## config.mk

```make
export PLATFORM = sky130hd
export DESIGN_NAME = note_priority_decoder
export DESIGN_NICKNAME = d
export VERILOG_FILES = /design/src/rtl/note_pkg.sv /design/src/rtl/note_priority_decoder_key_debouncer.sv /design/src/rtl/note_priority_decoder.sv
export SDC_FILE = /design/constraint.sdc
export NUM_CORES = 1
export LEC_CHECK = 0
export BUFFER_PORTS_ARGS = -buffer_cell sky130_fd_sc_hd__buf_4
export CAP_MARGIN = 20
export CORE_UTILIZATION = 47
export CTS_CLUSTER_SIZE = 24
export DETAILED_ROUTE_END_ITERATION = 16
export PLACE_DENSITY_LB_ADDON = 0.25
export REMOVE_ABC_BUFFERS = 1
export SYNTH_ARGS = -nofsm -noshare
export SYNTH_HDL_FRONTEND = slang
export SYNTH_HIERARCHICAL = 1
export SYNTH_SLANG_ARGS = --single-unit
```

## constraint.sdc

```tcl
create_clock -name clk_in -period 4.6 [get_ports clk_in]
set_clock_uncertainty 0.2 [all_clocks]
set_input_delay 0.69 -clock clk_in [delete_from_list [all_inputs] [get_ports clk_in]]
set_output_delay 0.69 -clock clk_in [all_outputs]
set_load 0.05 [all_outputs]
```

## src/rtl/note_pkg.sv

```systemverilog
// Shared types and helpers for the touch-key note priority decoder.
//   prio_mode_t  : monophonic selection policy
//   MAX_KEYS     : upper bound on the number of touch channels
//   lowest_set / highest_set : priority encoders over a MAX_KEYS-wide vector
package note_pkg;

   typedef enum logic [1:0] {PRIO_LAST, PRIO_LOW, PRIO_HIGH} prio_mode_t;

   localparam int MAX_KEYS = 32;
   localparam int IDX_W    = $clog2(MAX_KEYS);

   // Index of the lowest set bit; 0 when the vector is empty.
   function automatic logic [IDX_W-1:0] lowest_set(input logic [MAX_KEYS-1:0] v);
      lowest_set = '0;
      for (int i = MAX_KEYS - 1; i >= 0; i--) begin
         if (v[i]) lowest_set = IDX_W'(i);
      end
   endfunction

   // Index of the highest set bit; 0 when the vector is empty.
   function automatic logic [IDX_W-1:0] highest_set(input logic [MAX_KEYS-1:0] v);
      highest_set = '0;
      for (int i = 0; i < MAX_KEYS; i++) begin
         if (v[i]) highest_set = IDX_W'(i);
      end
   endfunction

endpackage

```

## src/rtl/note_priority_decoder_key_debouncer.sv

```systemverilog
// key_debouncer: per-key stability filter used when NOTE_DEBOUNCE_EN is defined.
//   clk_in    : clock
//   rst_n_in  : synchronous active-low reset (clears count and level)
//   raw       : registered touch level for this key
//   level     : clean level, follows raw after DB_CYCLES consecutive
//               disagreeing samples
module key_debouncer
   import note_pkg::*;
#(
   parameter int DB_CYCLES = 16
) (
   input  logic clk_in,
   input  logic rst_n_in,
   input  logic raw,
   output logic level
);

   localparam int W = (DB_CYCLES > 1) ? $clog2(DB_CYCLES) : 1;
   localparam logic [W-1:0] LAST = W'(DB_CYCLES - 1);

   logic [W-1:0] cnt;

   // Any agreeing sample restarts the run; the DB_CYCLES-th disagreeing
   // sample flips the level.
   always_ff @(posedge clk_in) begin
      if (!rst_n_in) begin
         cnt   <= '0;
         level <= 1'b0;
      end else if (raw == level) begin
         cnt <= '0;
      end else if (cnt == LAST) begin
         cnt   <= '0;
         level <= raw;
      end else begin
         cnt <= cnt + 1'b1;
      end
   end

endmodule

```

## src/rtl/note_priority_decoder.sv

```systemverilog
// note_priority_decoder: turns raw capacitive-touch levels into clean gates,
// edge pulses and a single monophonic note selection.
//   clk_in           : sole clock
//   rst_n_in         : synchronous active-low reset
//   touch_status_in  : raw touch level per key
//   gate_out         : clean held level per key
//   trigger_out      : one-cycle pulse on gate rise
//   release_out      : one-cycle pulse on gate fall
//   note_sel_out     : selected key index (held after all keys release)
//   note_valid_out   : at least one gate held
//   note_change_out  : pulse when selection changes or valid rises
//   active_count_out : number of held gates
// Optional feature: define NOTE_DEBOUNCE_EN to insert a key_debouncer per key.
module note_priority_decoder
   import note_pkg::*;
#(
   parameter  int         N_KEYS    = 24,
   parameter  int         DB_CYCLES = 16,
   parameter  prio_mode_t PRIO_MODE = PRIO_LAST,
   localparam int         SEL_W     = $clog2(N_KEYS),
   localparam int         CNT_W     = $clog2(N_KEYS + 1)
) (
   input  logic              clk_in,
   input  logic              rst_n_in,
   input  logic [N_KEYS-1:0] touch_status_in,
   output logic [N_KEYS-1:0] gate_out,
   output logic [N_KEYS-1:0] trigger_out,
   output logic [N_KEYS-1:0] release_out,
   output logic [SEL_W-1:0]  note_sel_out,
   output logic              note_valid_out,
   output logic              note_change_out,
   output logic [CNT_W-1:0]  active_count_out
);

   if (N_KEYS < 2 || N_KEYS > MAX_KEYS || DB_CYCLES < 1 || DB_CYCLES > 65535) begin : g_param_check
      $error("note_priority_decoder: N_KEYS or DB_CYCLES out of range");
   end

   logic [N_KEYS-1:0]   touch_p0;
   logic [N_KEYS-1:0]   gate_p1;
   logic [MAX_KEYS-1:0] gate_ext;
   logic [MAX_KEYS-1:0] trig_ext;
   logic [IDX_W-1:0]    low_full;
   logic [IDX_W-1:0]    high_full;
   logic [IDX_W-1:0]    trig_full;
   logic [SEL_W-1:0]    next_sel;
   logic                next_valid;
   logic                next_change;

   // Stage p0: input capture
   always_ff @(posedge clk_in) begin
      if (!rst_n_in) touch_p0 <= '0;
      else           touch_p0 <= touch_status_in;
   end

`ifdef NOTE_DEBOUNCE_EN
   for (genvar i = 0; i < N_KEYS; i++) begin : g_db
      key_debouncer #(.DB_CYCLES(DB_CYCLES)) u_db (
         .clk_in   (clk_in),
         .rst_n_in (rst_n_in),
         .raw      (touch_p0[i]),
         .level    (gate_out[i])
      );
   end
`else
   assign gate_out = touch_p0;
`endif

   // Stage p1: previous gate for edge detection
   always_ff @(posedge clk_in) begin
      if (!rst_n_in) gate_p1 <= '0;
      else           gate_p1 <= gate_out;
   end

   assign trigger_out = gate_out & ~gate_p1;
   assign release_out = ~gate_out & gate_p1;

   always_comb begin
      active_count_out = '0;
      for (int i = 0; i < N_KEYS; i++) begin
         active_count_out = active_count_out + CNT_W'(gate_out[i]);
      end
   end

   always_comb begin
      gate_ext = '0;
      trig_ext = '0;
      gate_ext[N_KEYS-1:0] = gate_out;
      trig_ext[N_KEYS-1:0] = trigger_out;
   end

   assign low_full  = lowest_set(gate_ext);
   assign high_full = highest_set(gate_ext);
   assign trig_full = lowest_set(trig_ext);

   // With no gate held the previous index is kept so a release tail can
   // still play the last note.
   always_comb begin
      next_valid = |gate_out;
      next_sel   = note_sel_out;
      case (PRIO_MODE)
         PRIO_LOW:  if (next_valid) next_sel = low_full[SEL_W-1:0];
         PRIO_HIGH: if (next_valid) next_sel = high_full[SEL_W-1:0];
         default: begin
            // A new press always wins over a same-cycle release.
            if (|trigger_out)
               next_sel = trig_full[SEL_W-1:0];
            else if (next_valid && !gate_out[note_sel_out])
               next_sel = low_full[SEL_W-1:0];
         end
      endcase
      next_change = next_valid && (!note_valid_out || (next_sel != note_sel_out));
   end

   // Stage p2: registered selection
   always_ff @(posedge clk_in) begin
      if (!rst_n_in) begin
         note_sel_out    <= '0;
         note_valid_out  <= 1'b0;
         note_change_out <= 1'b0;
      end else begin
         note_sel_out    <= next_sel;
         note_valid_out  <= next_valid;
         note_change_out <= next_change;
      end
   end

endmodule

```

==> results of run 1 <==
## flip-flops by register name, summed over array words and instances (netlist names)
name and flops:
gate_out 24, gate_p1 24, note_change_out 1, note_sel_out 5, note_valid_out 1
## cell families after synthesis
family	Yosys count	share of synthesized area
buffers and inverters	51	0.0624
adders and majority gates	24	0.123
AOI/OAI and AO/OA	59	0.124
muxes	12	0.0642
and+or+nand+nor	171	0.298
xor gates and xnor gates	4	0.0101
DFF	55	0.318
## power by group
| part | total [W] | switching [W] | leakage [nW] | internal [W] |
|---|---|---|---|---|
| clock network | 0.000319 | 0.000160 | 0.0502 | 0.000159 |
| logic | 0.00111 | 0.000683 | 1.70 | 0.000429 |
| registers | 0.000528 | 0.0000276 | 0.456 | 0.000501 |
| total | 0.00196 | 0.000871 | 2.21 | 0.00109 |
## through the flow
step | hold slack [ns] | total power [W] | util | setup slack, ns | cells
2_1_floorplan | 0.561 | 0.00126 | - | -1.07 | 368
3_3_place_gp | 0.387 | 0.00154 | 0.649 | -0.284 | 594
3_5_place_dp | 0.398 | 0.00157 | 0.649 | -0.368 | 594
4_1_cts | 0.377 | 0.00198 | 0.671 | -0.497 | 601
5_1_grt | 0.373 | 0.00208 | 0.672 | -0.667 | 602
6_report | 0.382 | 0.00196 | 0.672 | -0.491 | 602
## worst register-to-register path, delay by kind of cell, from the launching register on
kind	cells	cell delay, ns
flip-flops	1	0.41
AND/OR/NAND/NOR	2	0.42
AO/OA/AOI/OAI	6	1.84
buffers and inverters	1	0.19
## area by class of cell
| type | count | area (um^2) |
|---|---|---|
| clock inverters | 2 | 37.5 |
| flip-flops and latches | 55 | 1110 |
| inverters | 43 | 161 |
| well taps | 96 | 120 |
| clock buffers | 5 | 68.8 |
| repair buffers | 131 | 998 |
| multi-input cells | 270 | 2180 |
| fillers | 588 | 2280 |
## layer usage
layer	vias to the layer above	routed length, um	part of all wire	GRT usage
li1	1536	-	-	-
met1	1516	4460	0.45	0.383
met2	130	4640	0.47	0.428
met3	7	659	0.067	0.0396
met4	0	55	0.0056	0.0432
met5	-	0	0	0
## synthesized netlist by cell type (all sizes together), types with 2 or more instances
library cell / count / area (um^2)
dfxtp: 55 / 1100
and2: 51 / 320
nor2b: 44 / 275
inv: 43 / 161
nor2: 22 / 82.6
fa: 17 / 340
nor4: 13 / 111
o21ai: 13 / 65.1
a21oi: 12 / 60.1
nand2: 12 / 52.6
nand2b: 9 / 56.3
ha: 7 / 87.6
mux4: 7 / 173
clkbuf: 6 / 32.5
or4: 6 / 48.8
mux2i: 5 / 50.1
nor3: 4 / 20.0
xnor2: 4 / 35.0
a211o: 3 / 26.3
a211oi: 3 / 35.0
a31oi: 3 / 18.8
o211ai: 3 / 22.5
o31ai: 3 / 22.5
a2111oi: 2 / 23.8
a221oi: 2 / 17.5
buf: 2 / 22.5
nand3: 2 / 10.0
o21a: 2 / 15.0
o311ai: 2 / 17.5
o32ai: 2 / 17.5
or3: 2 / 12.5
## worst max-delay path by stage
stage               cells past startpoint    startpoint                   to  slack [ns]
floorplan                              11   gate_out[5]  active_count_out[2]       -1.07
detailed placement                     16  gate_out[17]  active_count_out[4]       -0.37
CTS                                    16  gate_out[17]  active_count_out[4]       -0.50
global placement                       16  gate_out[17]  active_count_out[4]       -0.28
finish                                 14   gate_out[0]  active_count_out[4]       -0.49
global route                           14   gate_out[0]  active_count_out[4]       -0.67
## timing repair
item,CTS,global route
endpoints found under the setup margin,5,5
buffers inserted,0,1
gates resized for setup,17,4
pin swaps,4,2
==> results.txt, run 1 <==
Worst path required time - 3.71 ns
H-tree Lvls - 2
Period minus WS final - 5.09 ns
DIE WIDTH - 87.9 um
Leftover overflow at the end of global routing - 0
Hold depth - 2
Worst-path cell chain - fa_1, inv_2, fa_2, fa_2, fa_1, fa_1, inv_2, ha_4, inv_2, fa_2, nor2b_1, o21ai_1, nand2b_1, buf_6
Core Footprint - 6940 um^2
Clock slew at reported path FFs - 0.10 ns
Clk buf depth - 2
Port bufs - 109
Post-synth EDFFs - 0
Failing checks - setup timing
Fmax achieved - 196 MHz
Reg2reg end - note_change_out
Buf+Inv Stages, Crit Path - 4
Worst-margin pin slew - 0.667 ns
Wire per inst - 16.3 um
CTS tree - yes
Vias - 3189
Hold crit path type - primary input to flip-flop
Endpoints failing setup - 4
Final Hold Fails - 0
PD cells - 420 nW/um^2
Die area - 7720 um^2
Most common cell after layout, fill and taps aside - buf_4
Synth warn - 6
Crit path max fanout - 2
Synthesized area - 3470 um^2
First-pass GRT wire length - 15700 um
Crit path max-delay family - adder cells
Initial core utilization - 0.499
Max-slew violation count - 0
Relative slew margins - 0.544
1st-pass router iterations - 4
Initial antenna violation count - 0
DRT antenna net count - 0
Worst-Skew Late Latency - 0.31 ns
Chip height - 87.9 um
Commonest cells after routing, fill and taps aside - buf_4, dfxtp_1, and2_1, nor2b_1, inv_1
Crit-path slowest cell - fa_1
Vias per cell - 5.30
Yosys reg bits - 55
Routed wire length - 9820 um
R2R depth - 9
Final Net Count - 556
Core Rows - 30
Largest stage delay on the critical path - 0.55 ns
Origin of the critical flop-to-flop path - gate_out[10]
Unrepaired setup endpoints after global routing - true
Post-Syn Instances - 376
Worst VDD drop - 0.000226 V
Post-synthesis sequential area ratio - 0.318
Largest net degree at the start of global routing - 55
Detailed placement HPWL - 7880 um
Critical path class - flip-flop to output port
Post-route setup slack - -0.491 ns
Dominant synthesized flop cell - dfxtp_1
Aggregate negative setup slack - -1.82 ns
Reg-to-reg slack, setup - 1.43 ns
Max_cap viols - 0
Num CTS Buffers - 5
Ys async rst share - 0
Area grow syn2layout - 34.6%
Hold wc startpoint - touch_status_in[8]
Startpoint types - flip-flop
Ports - 110
Gr usage total - 0.266
Vias in the first global route - 3021
CTS Hold Bufs - 0
Synth unique cells - 56
Initial drt markers - 177
CP arrival - 4.20 ns
Placer Congestion - 0.914
Run status - finished, violations left
Worst Hold End - gate_out[8]
Layout Cell Area excl Fill - 4670 um^2
Drc violations - 0
Antenna cells - 0
Syn avg cell area - 9.22 um^2
Period Utilization, post-route - 1.11
Share of layout cells above drive strength 1 - 0.332
Area post-placement - 4510 um^2
Critical Path Sink Type - output port
Root Driver - clkbuf_8
Leak Pwr - 2.21 nW
# clock sinks - 55
(Power assumes the default switching activity.)
==> inputs of run 2 (changes only) <==
CORE_MARGIN = 3   (was not set)
CORE_UTILIZATION = 51   (was 47)
clock period = 6.3 ns   (was 4.6 ns; I/O delays follow)
==> run 2 against run 1 <==
Utilization up 1.5 points. Register-to-register slack better by 1.8 ns. Critical path type unchanged. The flow now finishes without violations. Power down 33%. Non-clock buffer count down 21. Global-route usage down 2.5 points. Cell area down 5.0%. Highest routed layer unchanged. Critical path depth unchanged. Hold slack worse by 0.021 ns. Via count down 3.8%. Sequential share of layout area up 1.1 points.
==> results.txt, run 2 (synthesis gave the netlist of run 1 again) <==
Run status - finished clean (was finished, violations left)
Routed wire length - 9150 um (was 9820 um)
Crit path max-delay family - adder cells (unchanged)
Crit-path slowest cell - fa_1 (unchanged)
Clk buf depth - 2 (unchanged)
Max_cap viols - 0 (unchanged)
1st-pass router iterations - 4 (unchanged)
Port bufs - 109 (unchanged)
Crit path max fanout - 10 (was 2)
Critical path class - flip-flop to output port (unchanged)
Unrepaired setup endpoints after global routing - false (was true)
Internal power - 0.000700 W (was 0.00109 W)
Post-CTS Setup Bufs - 0 (unchanged)
Sequential power share - 0.300 (was 0.270)
Core Footprint - 6460 um^2 (was 6940 um^2)
Detailed placement HPWL - 7220 um (was 7880 um)
Ports - 110 (unchanged)
Worst-margin pin slew - 0.728 ns (was 0.667 ns)
H-tree Lvls - 2 (unchanged)
Num CTS Buffers - 5 (unchanged)
Total Power - 0.00132 W (was 0.00196 W)
Period minus WS final - 5.70 ns
Drc violations - 0 (unchanged)
Cts repair resizes - 0 (was 17)
Origin of the critical flop-to-flop path - note_sel_out[1] (was gate_out[10])
Worst-path cell chain - inv_1, fa_1, fa_1, fa_1, fa_1, fa_1, inv_1, ha_1, inv_1, fa_1, nor2b_1, o21ai_0, nand2b_1, buf_4 (was fa_1, inv_2, fa_2, fa_2, fa_1, fa_1, inv_2, ha_4, inv_2, fa_2, nor2b_1, o21ai_1, nand2b_1, buf_6)
R2R depth - 6 (was 9)
Vias in the first global route - 3039 (was 3021)
Leftover overflow at the end of global routing - 0 (unchanged)
First element of the critical path - gate_out[5] (was gate_out[0])
Switching Share - 0.471 (was 0.444)
Core Rows - 29 (was 30)
# clock sinks - 55 (unchanged)
Relative slew margins - 0.510 (was 0.544)
Die area - 7820 um^2 (was 7720 um^2)
Worst path required time - 5.15 ns (was 3.71 ns)
CTS Hold Bufs - 0 (unchanged)
Area grow syn2layout - 28.0% (was 34.6%)
Vias - 3067 (was 3189)
Startpoint types - flip-flop (unchanged)
Initial core utilization - 0.537 (was 0.499)
Share of layout cells above drive strength 1 - 0.274 (was 0.332)
Critical path depth in cells - 14 (unchanged)
Endpoints failing setup - 0 (was 4)
Net Sw Power - 0.000623 W (was 0.000871 W)
Clock network fraction of total power - 0.166 (was 0.163)
Antenna cells - 0 (unchanged)
Wire per inst - 16.2 um (was 16.3 um)
Largest net degree at the start of global routing - 55 (unchanged)
First-pass GRT wire length - 14500 um (was 15700 um)
Critical Path Sink Type - output port (unchanged)
Period Utilization, post-route - 0.904
Commonest cells after routing, fill and taps aside - buf_4, dfxtp_1, and2_1, nor2b_1, inv_1 (unchanged)
Hold crit path type - flip-flop to flip-flop (was primary input to flip-flop)
Clock slew at reported path FFs - 0.12 ns (was 0.10 ns)
Reg-to-reg slack, setup - 3.21 ns (was 1.43 ns)
Placer Congestion - 0.910 (was 0.914)
Worst VDD drop - 0.000357 V (was 0.000226 V)
PD cells - 298 nW/um^2 (was 420 nW/um^2)
DIE WIDTH - 88.5 um (was 87.9 um)
Initial antenna violation count - 0 (unchanged)
Final Net Count - 535 (was 556)
Aggregate negative setup slack - 0 ns (was -1.82 ns)
Crit path capture - active_count_out[4] (unchanged)
Max-slew violation count - 0 (unchanged)
CP dominant cell by count - fa_1
Final Hold Fails - 0 (unchanged)
Fmax achieved - 175 MHz
Root Driver - clkbuf_8 (unchanged)
Vias per cell - 5.45 (was 5.30)
Leak Pwr - 2.10 nW (was 2.21 nW)
CP arrival - 4.55 ns (was 4.20 ns)
Reg2reg end - note_sel_out[0] (was note_change_out)
Most common cell after layout, fill and taps aside - buf_4 (unchanged)
Chip height - 88.5 um (was 87.9 um)
Gr usage total - 0.240 (was 0.266)
Largest stage delay on the critical path - 0.56 ns (was 0.55 ns)
CTS tree - yes (unchanged)
Buf+Inv Stages, Crit Path - 4 (unchanged)
Initial drt markers - 146 (was 177)
Combinational Power Share - 0.534 (was 0.567)
Worst-Skew Late Latency - 0.32 ns (was 0.31 ns)
DRT antenna net count - 0 (unchanged)
## run 2: changes by cell type in the layout (fill, tap and decap cells not counted), moves of 2 or more
cell / previous run / this run
buf_6: 2 / 0
fa_2: 4 / 0
buf_4: 128 / 110
fa_1: 13 / 17
inv_1: 36 / 41
dfxtp_1: 51 / 55
inv_6: 0 / 2
inv_2: 7 / 2
dfxtp_2: 4 / 0
## run 2: power groups by stage
stage	Sequential [W]	Combinational, W	Clock [W]
final	0.000396	0.000706	0.000220
after global routing	0.000401	0.000763	0.000235
after CTS	0.000396	0.000711	0.000224
after detailed placement	0.000404	0.000709	0
after global placement	0.000403	0.000698	0
after floorplan	0.000435	0.000487	0
## run 2: stage by stage
step	cells	area (um^2)	hold slack, ns	setup WS, ns	utilization
2_1_floorplan	368	3410	0.561	0.380	-
3_3_place_gp	555	4330	0.336	1.03	0.671
3_5_place_dp	555	4330	0.351	0.972	0.671
4_1_cts	563	4440	0.363	0.578	0.687
5_1_grt	563	4440	0.402	0.371	0.687
6_report	563	4440	0.361	0.602	0.687
## run 2: layer usage
metal	GRT usage	routed length (um)	up-vias	share of wire
met5	0	0	-	0
met4	0.0728	106	0	0.012
met3	0.0559	694	12	0.076
met2	0.411	4420	115	0.48
met1	0.302	3930	1439	0.43
li1	-	-	1501	-
## run 2: final cells by class
cell class | instances | area, um^2
Clock buffer | 5 | 68.8
Clock inverter | 3 | 33.8
Fill cell | 560 | 2020
Inverter | 43 | 161
Multi-Input combinational cell | 270 | 2150
Sequential cell | 55 | 1100
Tap cell | 77 | 96.3
Timing Repair Buffer | 110 | 826
## run 2: how the worst min path moves through the flow
stage	slack [ns]	cells after the start	to	from
floorplan	0.56	4	note_sel_out[0]	gate_p1[0]
global placement	0.34	1	gate_p1[9]	gate_out[9]
detailed placement	0.35	1	gate_p1[9]	gate_out[9]
CTS	0.36	1	gate_p1[9]	gate_out[9]
global route	0.40	1	gate_p1[9]	gate_out[9]
finish	0.36	1	gate_p1[9]	gate_out[9]
